==> config.mk <==
export PLATFORM = sky130hd
export DESIGN_NAME = stopwatch_core
export DESIGN_NICKNAME = d
export VERILOG_FILES = /design/src/rtl/stopwatch_core.sv
export SDC_FILE = /design/constraint.sdc
export NUM_CORES = 1
export LEC_CHECK = 0
export CAP_MARGIN = 20
export CORE_ASPECT_RATIO = 0.75
export CORE_MARGIN = 1.5
export CORE_UTILIZATION = 47
export CTS_BUF_LIST = sky130_fd_sc_hd__clkbuf_8
export DETAILED_ROUTE_END_ITERATION = 7
export HOLD_SLACK_MARGIN = 0.15
export PLACE_DENSITY = 0.83
export SLEW_MARGIN = 40
export SYNTH_ARGS = -nofsm -noshare
export SYNTH_HDL_FRONTEND = slang
export SYNTH_SLANG_ARGS = --single-unit
==> constraint.sdc <==
create_clock -name clk -period 2.26 [get_ports clk]
set_input_delay 0.226 -clock clk [delete_from_list [all_inputs] [get_ports clk]]
set_output_delay 0.226 -clock clk [all_outputs]
set_load 0.05 [all_outputs]
==> src/rtl/stopwatch_core.sv <==
// stopwatch_core: six-digit BCD elapsed-time counter (mm:ss.cc) driven by a
// 100 Hz tick, gated by a start/stop/lap/clear control FSM.
module stopwatch_core #(
  parameter bit WRAP = 1'b1  // 1: roll over at 59:59.99, 0: saturate and pause
) (
  input  logic        clk,
  input  logic        rst,
  input  logic        tick,
  input  logic        startStop,
  input  logic        lap,
  input  logic        clear,
  output logic [23:0] timeOut,
  output logic        running,
  output logic        lapActive,
  output logic        overflow
);

  typedef enum logic [1:0] {
    S_IDLE  = 2'd0,
    S_RUN   = 2'd1,
    S_LAP   = 2'd2,
    S_PAUSE = 2'd3
  } state_t;

  // Highest legal value of each digit, LSB digit first: cc units .. mm tens.
  localparam logic [23:0] DIGIT_MAX = 24'h595999;

  state_t      state_q, state_d;
  logic [23:0] count_q, count_d;
  logic [23:0] latch_q, latch_d;
  logic        overflow_q, overflow_d;

  logic [6:0]  carry;
  logic [23:0] count_inc;
  logic        counting;
  logic        terminal;
  logic [23:0] count_tick;

  // Ripple-carry BCD incrementer; carry[6] set means the count is 59:59.99.
  assign carry[0] = 1'b1;

  generate
    for (genvar gi = 0; gi < 6; gi++) begin : g_digit
      logic at_max;
      assign at_max         = (count_q[gi*4 +: 4] == DIGIT_MAX[gi*4 +: 4]);
      assign carry[gi+1]    = carry[gi] & at_max;
      assign count_inc[gi*4 +: 4] = !carry[gi] ? count_q[gi*4 +: 4] :
                                    (at_max ? 4'd0 : count_q[gi*4 +: 4] + 4'd1);
    end
  endgenerate

  assign terminal = carry[6];
  assign counting = tick && ((state_q == S_RUN) || (state_q == S_LAP));

  // Next-state, count, lap latch and overflow logic.
  always_comb begin
    state_d    = state_q;
    latch_d    = latch_q;
    overflow_d = overflow_q;
    count_tick = count_q;

    // Tick is applied first so a coincident lap latches the new value.
    if (counting) begin
      if (terminal) begin
        overflow_d = 1'b1;
        count_tick = WRAP ? 24'h000000 : count_q;
      end else begin
        count_tick = count_inc;
      end
    end
    count_d = count_tick;

    // Button priority startStop > lap > clear; pulses not valid in a state fall through.
    case (state_q)
      S_IDLE: begin
        if (startStop) state_d = S_RUN;
      end
      S_RUN: begin
        if (startStop) begin
          state_d = S_PAUSE;
        end else if (lap) begin
          state_d = S_LAP;
          latch_d = count_tick;
        end
      end
      S_LAP: begin
        if (startStop) begin
          state_d = S_PAUSE;
        end else if (lap) begin
          state_d = S_RUN;
        end
      end
      S_PAUSE: begin
        if (startStop) begin
          state_d = S_RUN;
        end else if (clear) begin
          state_d    = S_IDLE;
          count_d    = 24'h000000;
          overflow_d = 1'b0;
        end
      end
      default: state_d = S_IDLE;
    endcase

    // Saturating mode stops the watch when the terminal count is hit.
    if (!WRAP && counting && terminal) state_d = S_PAUSE;
  end

  // State registers with synchronous reset.
  always_ff @(posedge clk) begin
    if (rst) begin
      state_q    <= S_IDLE;
      count_q    <= 24'h000000;
      latch_q    <= 24'h000000;
      overflow_q <= 1'b0;
    end else begin
      state_q    <= state_d;
      count_q    <= count_d;
      latch_q    <= latch_d;
      overflow_q <= overflow_d;
    end
  end

  assign timeOut   = (state_q == S_LAP) ? latch_q : count_q;
  assign running   = (state_q == S_RUN) || (state_q == S_LAP);
  assign lapActive = (state_q == S_LAP);
  assign overflow  = overflow_q;

endmodule

==> reports/summary.md <==
At the end of the flow, the number of nets in the layout was 340. Once detailed placement completed, the half-perimeter wirelength came to 4510 um. The remaining global-route overflow is 0, and the clock insertion delay at the later pin of the skew report is 310 ps.

The final antenna-violating net count was 0; the wire length of the first global-routing pass was 10700 um. Hold repair after CTS inserted 0 buffers. The synthesized design contains 0 enable-type register cells. For the number of clock sinks, the log shows 51. Across all layers, the routed design uses 2319 vias. For the antenna diode instance count, the log shows 0. The sequential cells in the finished layout cover a total of 1030 um2. Counting flops and latches in the post-synthesis netlist gives 51.

In this run the tightest slew margin relative to its limit is 60.6%. The maximum buffer depth of the clock tree was 2. The multi-input combinational cells in the finished layout cover a total of 1560 um2.

The final critical path takes up 95.3% of the cycle. For this design the top-level I/O count stands at 33. Final instance count without filler cells: 404. Cell area after synthesis: 2660 um2. The critical path in this run is classified as flip-flop to flip-flop. Yosys instantiated no cell more often than dfxtp_1. Starting density of the core: 49.3%. The count of mapped cells out of synthesis is 293, and the floorplan core area is 5380 um2. The post-synthesis async set-or-reset flop share is 0%, and the minimum clock period is 2150 ps. The peak supply drop was 0.347 mV. The logs give 106 ps for the setup slack of the critical path after layout and 51 for the number of distinct library cell variants in the gate-level netlist after synthesis. The run gives 6.96 ps as the setup clock skew after layout. After synthesis, the largest area contributor takes up 38.5% of total cell area. The logs give 22.1% for the global routing usage summed across all routing layers and 482 for the filler cell count. The placement-stage cell area was 3110 um2; the synthesized area per cell was 9.06 um2. For the final hold violation count, the log shows 0.

TritonCTS built the clock tree. Ranked by instance count, the synthesized netlist is headed by dfxtp_1, nor2_1, mux2_2. For the cell count after placement, the log shows 396.

Setup repair after global routing left no endpoint under its margin. The die covers 6110 um2. Maximum fanout encountered on the critical timing path: 5.

Setup violations remaining at the end of the flow were counted as 0. The run finished with clean final reports. The run gives 0 as the final max-slew violation count.

The number of H-tree levels was 2. In this run the clock root is driven by a clkbuf_8. The first detailed-routing pass took 4 iterations.

During placement, the flow inserted port buffers numbering 32. Among all flip-flop cells after synthesis, the most frequent one is dfxtp_1. In this run the core area contains 23 standard-cell rows. Data on the critical path is required at its endpoint by 2490 ps.

The type of the most critical hold path is flip-flop to flip-flop. The routed design has 6450 um of wire. Once the clock tree was built, the setup fixing pass inserted 0 buffers. The analysis attributes to cell leakage a power of 1.20 nW.

The kind of end point of the critical path is a flip-flop. Clock-pin slew was measured on the worst setup and hold paths at 90 ps. The overall die width is 89.8 um, and the via count of the first global-routing pass is 2231. Routability-driven placement finished with a final weighted congestion of 0.937. The net count of the mapped netlist came out at 305. In the final layout, the share of cells above drive strength 1 is 28.0%.

In this run the vertical extent of the chip is 68.1 um. After detailed routing, the number of remaining DRC violations is 0. The upper clock frequency limit is 464 MHz, and the slew of the pin with the lowest slew margin is 591 ps. The finished cells cover 3260 um2. The synthesis-to-finish area growth was 22.6%; the number of antenna violations at the first check in global routing was 0.

Data on the critical path arrives at its endpoint at 2380 ps. The ratio of total power to cell area is 587 nW/um2, and the number of warning messages in the yosys log is 0. After detailed routing, the average wire length per cell comes to 16.0 um. In this run, post-CTS repair resized a total of 0 instances. The tool flagged a number of max-cap violations equal to 0.

Sorting the synthesized cells by area gives the leading types as dfxtp_1, mux2_2, nor2_1. The share of the Yosys chip area taken by registers is 38.5%. In the routed layout, each cell is associated on average with a via count of 5.74. The biggest area contributor in the post-synthesis netlist is dfxtp_1.

Timing analysis after detailed placement gives a worst setup slack of 41.8 ps. The run gives 5 as the total CTS buffers. Largest net degree at the start of global routing: 49.

The tools report the violation count after the first detailed-routing iteration as 159. STA classifies the critical path startpoint as a flip-flop.
==> per-stage QoR <==
| stage | hold WS [ps] | TNS (ps) | power (mW) | util [%] |
|---|---|---|---|---|
| after global routing | 504 | 0 | 1.98 | 60.5 |
| after detailed placement | 468 | 0 | 1.26 | 57.9 |
| final | 485 | 0 | 1.91 | 60.5 |
| after floorplan | 417 | -22.5 | 1.18 | - |
| after global placement | 456 | 0 | 1.25 | 57.9 |
| after CTS | 485 | 0 | 1.91 | 60.1 |
==> kinds of logic after synthesis <==
logic type / synth area share [%]
fa+ha+maj: 2.83
mux: 10.1
buf+inv: 4.29
flops: 38.5
simple gates: 24.8
xor+xnor: 1.98
compound gates: 17.5
==> sequential cells by signal (all words and copies together), names as in the netlist <==
name / flops
state_q: 2
overflow: 1
latch_q: 24
count_q: 24
==> critical path, cell delays in order, from the launching register on <==
cell and delay (ps):
dfxtp_4 380, inv_1 80, ha_4 300, nand3_2 110
or4_4 460, or4_4 540, a311oi_2 200
==> report_power, final <==
part	total, mW	switching [mW]	internal (mW)
logic	0.291	0.175	0.117
registers	0.953	0.0201	0.933
clock network	0.666	0.307	0.359
total	1.91	0.502	1.41
==> cell type report <==
type	instances	area share (%)
Clock buffer	6	2.54
Tap cell	75	2.88
Multi-Input combinational cell	215	47.9
Inverter	6	0.692
Sequential cell	51	31.5
Clock inverter	2	1.08
Timing Repair Buffer	49	13.4
==> final timing paths <==
check	slack, ps	endpoint	cells after the start	startpoint
setup / recovery	110	latch_q[22]	6	state_q[0]
hold / removal	480	overflow	1	overflow
setup reg to reg	110	latch_q[22]	6	state_q[0]
hold reg to reg	480	overflow	1	overflow
==> routing by layer <==
layer	track usage (%)	wire length, um
met1	28.6	3130
met2	37.9	2950
met3	4.00	291
met4	7.34	81
met5	0	0
==> cell usage in the layout, fill, tap and decap left out, drive strengths merged, types with 3 or more instances in the layout <==
master	Yosys	final
or4	7	7
clkbuf	15	6
nand4bb	3	3
ha	6	6
xnor2	4	4
nor4	3	3
nand3b	4	4
o31ai	6	6
a311oi	9	9
nand2b	5	5
nor2	40	40
buf	6	42
clkdlybuf4s50	0	7
nand4	5	5
nand3	6	6
inv	6	6
o21ai	6	6
a21oi	15	15
and3	3	3
a211oi	15	15
dfxtp	51	51
nor2b	8	8
mux2	22	22
nand2	10	10
nor3	8	8
Note: power is estimated with default switching activity, not from simulation.
